## src/rtl/lfsr_led_router.sv

```systemverilog
// LFSR-timed LED router: a maximal-length XNOR LFSR produces a periodic tick that
// is prescaled into steps driving blink and chase patterns on N one-hot LED channels.
module lfsr_led_router #(
  parameter int SEL_W   = 2,
  parameter int LFSR_W  = 22,
  parameter int TAP_A   = 21,
  parameter int TAP_B   = 20,
  parameter int DEB_CYC = 4
) (
  input  logic                i_clk,
  input  logic                i_rst_n,
  input  logic [SEL_W-1:0]    i_sel,
  input  logic [1:0]          i_mode,
  input  logic [1:0]          i_rate,
  output logic [2**SEL_W-1:0] o_led,
  output logic                o_tick
);

  localparam int N     = 2**SEL_W;
  localparam int DEB_W = $clog2(DEB_CYC + 1);
  localparam logic [DEB_W-1:0] DEB_MAX = DEB_W'(DEB_CYC);

  typedef enum logic [1:0] {
    MODE_OFF   = 2'b00,
    MODE_SOLID = 2'b01,
    MODE_BLINK = 2'b10,
    MODE_CHASE = 2'b11
  } mode_e;

  mode_e             mode;
  logic [LFSR_W-1:0] lfsr;
  logic              tick;
  logic [1:0]        presc;
  logic [3:0]        rate_lim;
  logic              step;
  logic              phase;
  logic [SEL_W-1:0]  chase_idx;
  logic [SEL_W-1:0]  sel_meta;
  logic [SEL_W-1:0]  sel_sync;
  logic [SEL_W-1:0]  sel_prev;
  logic [SEL_W-1:0]  sel_act;
  logic [DEB_W-1:0]  deb_cnt;
  logic [DEB_W-1:0]  deb_run;
  logic [N-1:0]      led_nxt;

  assign mode = mode_e'(i_mode);
  assign tick = (lfsr == '0);

  // rate 3 gives a limit of 7, which the 2-bit prescaler never matches
  assign rate_lim = (4'd1 << i_rate) - 4'd1;
  assign step     = tick && ({2'b00, presc} == rate_lim);

  // Run length of the synchronised select, counting the current cycle
  assign deb_run = (sel_sync == sel_prev) ? deb_cnt + DEB_W'(1) : DEB_W'(1);

  always_comb begin
    led_nxt = '0;
    case (mode)
      MODE_OFF:   led_nxt = '0;
      MODE_SOLID: led_nxt[sel_act] = 1'b1;
      MODE_BLINK: led_nxt[sel_act] = phase;
      MODE_CHASE: led_nxt[chase_idx] = 1'b1;
      default:    led_nxt = '0;
    endcase
  end

  always_ff @(posedge i_clk or negedge i_rst_n) begin
    if (!i_rst_n) begin
      lfsr      <= '0;
      presc     <= '0;
      phase     <= 1'b0;
      chase_idx <= '0;
      o_tick    <= 1'b0;
      o_led     <= '0;
    end else begin
      lfsr   <= {lfsr[LFSR_W-2:0], ~(lfsr[TAP_A] ^ lfsr[TAP_B])};
      o_tick <= tick;
      o_led  <= led_nxt;
      if (tick) begin
        presc <= step ? 2'd0 : presc + 2'd1;
      end
      if (step) begin
        phase <= ~phase;
        if (mode == MODE_CHASE) begin
          chase_idx <= chase_idx + SEL_W'(1);
        end
      end
    end
  end

  always_ff @(posedge i_clk or negedge i_rst_n) begin
    if (!i_rst_n) begin
      sel_meta <= '0;
      sel_sync <= '0;
      sel_prev <= '0;
      sel_act  <= '0;
      deb_cnt  <= '0;
    end else begin
      sel_meta <= i_sel;
      sel_sync <= sel_meta;
      sel_prev <= sel_sync;
      if (sel_sync == sel_act) begin
        deb_cnt <= '0;
      end else if (deb_run == DEB_MAX) begin
        sel_act <= sel_sync;
        deb_cnt <= '0;
      end else begin
        deb_cnt <= deb_run;
      end
    end
  end

endmodule

```

## config.mk

```make
export PLATFORM = sky130hd
export DESIGN_NAME = lfsr_led_router
export DESIGN_NICKNAME = d
export VERILOG_FILES = /design/src/rtl/lfsr_led_router.sv
export SDC_FILE = /design/constraint.sdc
export NUM_CORES = 1
export LEC_CHECK = 0
export CORE_MARGIN = 2
export CORE_UTILIZATION = 25
export DETAILED_ROUTE_END_ITERATION = 10
export PLACE_DENSITY = 0.43
export SYNTH_ARGS = -nofsm -noshare
export SYNTH_HDL_FRONTEND = slang
export SYNTH_SLANG_ARGS = --single-unit
```

## constraint.sdc

```tcl
create_clock -name i_clk -period 1.62 [get_ports i_clk]
set_input_delay 0.324 -clock i_clk [delete_from_list [all_inputs] [get_ports i_clk]]
set_output_delay 0.324 -clock i_clk [all_outputs]
set_load 0.01 [all_outputs]
```

==> out/metrics.yaml <==
final_cells: 233
post_drt_via_cell_ratio: 4.283
max_stage_delay_ns: 0.39
highest_layer: "met4"
yosys.area_share.adder_pct: 4.615
tightestPinTransition_ns: 0.4050
synth_top_family_by_area: "simple AND/OR/NAND/NOR gates"
multi_input_area_um2: 559.3
p_per_area_nw_per_um2: 1099
syn_avg_cell_area_um2: 13.67
cts_tree: "yes"
hold_path_class: "register to register"
layout_common_cells: "43 x dfrtp_1, 18 x buf_4, 11 x clkdlybuf4s50_1"
synth_edf_count: 0
first_pass_iters: 4
cpMaxStageDelayCell: "dfrtp_1"
largest-register: "lfsr"
clk_latency_ns: 0.29
die_h_um: 84.66
grt_pass1_vias: 1065
synth-simple-area-share_pct: 13.54
muxShareOfSynthArea_pct: 2.692
synth_nets: 133
cts.path.max_buffers: 2
crit_family: "simple AND/OR/NAND/NOR gates"
n_antenna_cell: 0
cts.sinks: 43
min_period_ns: 1.750
dr.first_iter.drc_count: 40
syn_to_final_growth_pct: 33.00
reg_top3: "lfsr x22, o_led x4, deb_cnt x3"
antenna_found_initial: 0
dr_total_vias: 998
critPathRequiredTime_ns: 1.80
ys_ff_latch: 43
setup_viol: 4
root_buffer: "clkbuf_8"
async_flop_share_pct: 100.0
leakage_nw: 0.9321
final_nets: 169
drv_slew: 0
path_max_fanout: 4
fin_ws_ns: -0.1300
cts_buffers: 5
ff_latch_area_um2: 1076
gr-total-overflow: 0
postLayoutCellArea_um2: 2163
io_pins: 13
die_w_um: 84.66
routed-wl-met2_um: 1363
grt_use_total_pct: 8.448
portBuffers: 12
rsz0062_at_grt: "yes"
end_kind: "register"
violations: "setup timing"
grt_max_degree: 30
maxCapViolations: 0
postRouteWirelength_um: 2744
max_freq_mhz: 571.4
crit_buf_inv: 1
syn_area_um2: 1627
clk_pin_slew_ns: 0.08
yosys_warnings: 0
ir_drop_v: 0.0004379
place.gp.congestion: 0.7540
final_antenna_net_count: 0
place_area_um2: 1956
slew_headroom_pct: 73.00
h-tree-depth: 2
synth_xor_area_share_pct: 4.846
wl_per_cell_um: 11.78
num-fill-cells: 644
finClkSkew_ns: 0.008098
dpl.hpwl_um: 1971
largest_reg_flops: 22
final_common_cell: "dfrtp_1"
start_util_pct: 25.76
hold_viol: 0
dp_slack_ns: -0.3669
syn_inst: 119
grt_pass1_wl_um: 4802
met1_length_um: 1243
rows: 29
status: "finished, violations left"
placedCellCount: 220
min_period_over_period_pct: 108.0
synth_compound_area_share_pct: 5.231
crit_type: "register to register"
ys_types: 33
startpoint_type: "register"
dieArea_um2: 7167
core_um2: 6314
drive_gt1_share_pct: 26.28
yosysSeqAreaShare_pct: 66.15
drc_errors: 0
cp.arrival_ns: 1.93
wl_met3_um: 118
synth_ff_type: "dfrtp_1"
crit_path_cell_trace: "inv_1 -> ha_2 -> nor4b_4 -> nand4_1 -> nor4_2 -> mux2_1"
-- worst reg2reg max path: cells and delay by family, from the launching register on --
family,cells,cell delay [ns]
buffers and inverters,1,0.06
AND/OR/NAND/NOR,3,0.67
flip-flops,1,0.39
multiplexers,1,0.35
adder cells (fa/ha/maj),1,0.17
-- synth_stat cells, drive strengths merged (3+ instances only) --
cell type / number / area [um^2]
dfrtp: 43 / 1076
inv: 9 / 33.78
nand2: 7 / 26.28
ha: 6 / 75.07
nor3: 6 / 30.03
nor4: 5 / 67.56
xnor2: 5 / 43.79
a21oi: 4 / 20.02
nor2: 4 / 15.01
xor2: 4 / 35.03
mux2: 3 / 33.78
o21ai: 3 / 15.01
-- through the flow --
step	util, %	power [W]	hold WS, ns	setup TNS, ns
2_1_floorplan	-	0.001380	0.02841	0
3_3_place_gp	30.98	0.001527	0.2764	-0.8739
3_5_place_dp	30.98	0.001539	0.2791	-1.027
4_1_cts	33.63	0.002426	0.3534	-0.2091
5_1_grt	34.26	0.002526	0.3661	-0.8856
6_report	34.26	0.002377	0.3522	-0.2671
-- final cells by class --
cell class	count	area share (%)
clock buffers	6	3.817
clock inverters	2	1.619
inverters	9	1.562
multi-input cells	64	25.85
flip-flops and latches	43	49.74
well taps	77	4.453
repair buffers	32	12.96
-- power by group --
part           leakage, nW  total, W  switching [W]  internal [W]
Combinational        0.400  0.000373       0.000176      0.000197
Sequential           0.471   0.00116      0.0000321       0.00113
Clock               0.0612  0.000841       0.000342      0.000499
-- path summary, 6_finish.rpt --
check                                           start  slack, ns  cells past startpoint                       end
worst max-delay path               lfsr[20]$_DFF_PN0_      -0.13                      6  chase_idx[1]$_DFFE_PN0P_
worst min-delay path            sel_meta[1]$_DFF_PN0_       0.35                      0     sel_sync[1]$_DFF_PN0_
worst max register to register     lfsr[20]$_DFF_PN0_      -0.13                      6  chase_idx[1]$_DFFE_PN0P_
worst min register to register  sel_meta[1]$_DFF_PN0_       0.35                      0     sel_sync[1]$_DFF_PN0_
max in group asynchronous                     i_rst_n       0.66                      3     sel_prev[0]$_DFF_PN0_
min in group asynchronous                     i_rst_n       0.49                      2      deb_cnt[1]$_DFF_PN0_
-- layer usage --
metal  up-vias  GRT usage, %
li1        478             -
met1       501         10.67
met2        17         13.53
met3         2         3.147
met4         0         2.597
met5         -             0
-- logic make-up after synthesis --
| group | Yosys count |
|---|---|
| fa+ha+maj | 6 |
| buf+inv | 12 |
| mux | 4 |
| compound gates | 13 |
| xor+xnor | 9 |
| flops | 43 |
| simple gates | 32 |
-- what timing repair did --
action                     4_1_cts  5_1_grt
setup buffers                    2        2
hold endpoints to repair        14        0
pin swaps                        4        0
gates resized for setup          5        4
setup endpoints to repair        5        7
hold buffers                     1        0
Power figures use the tool's default switching activity.
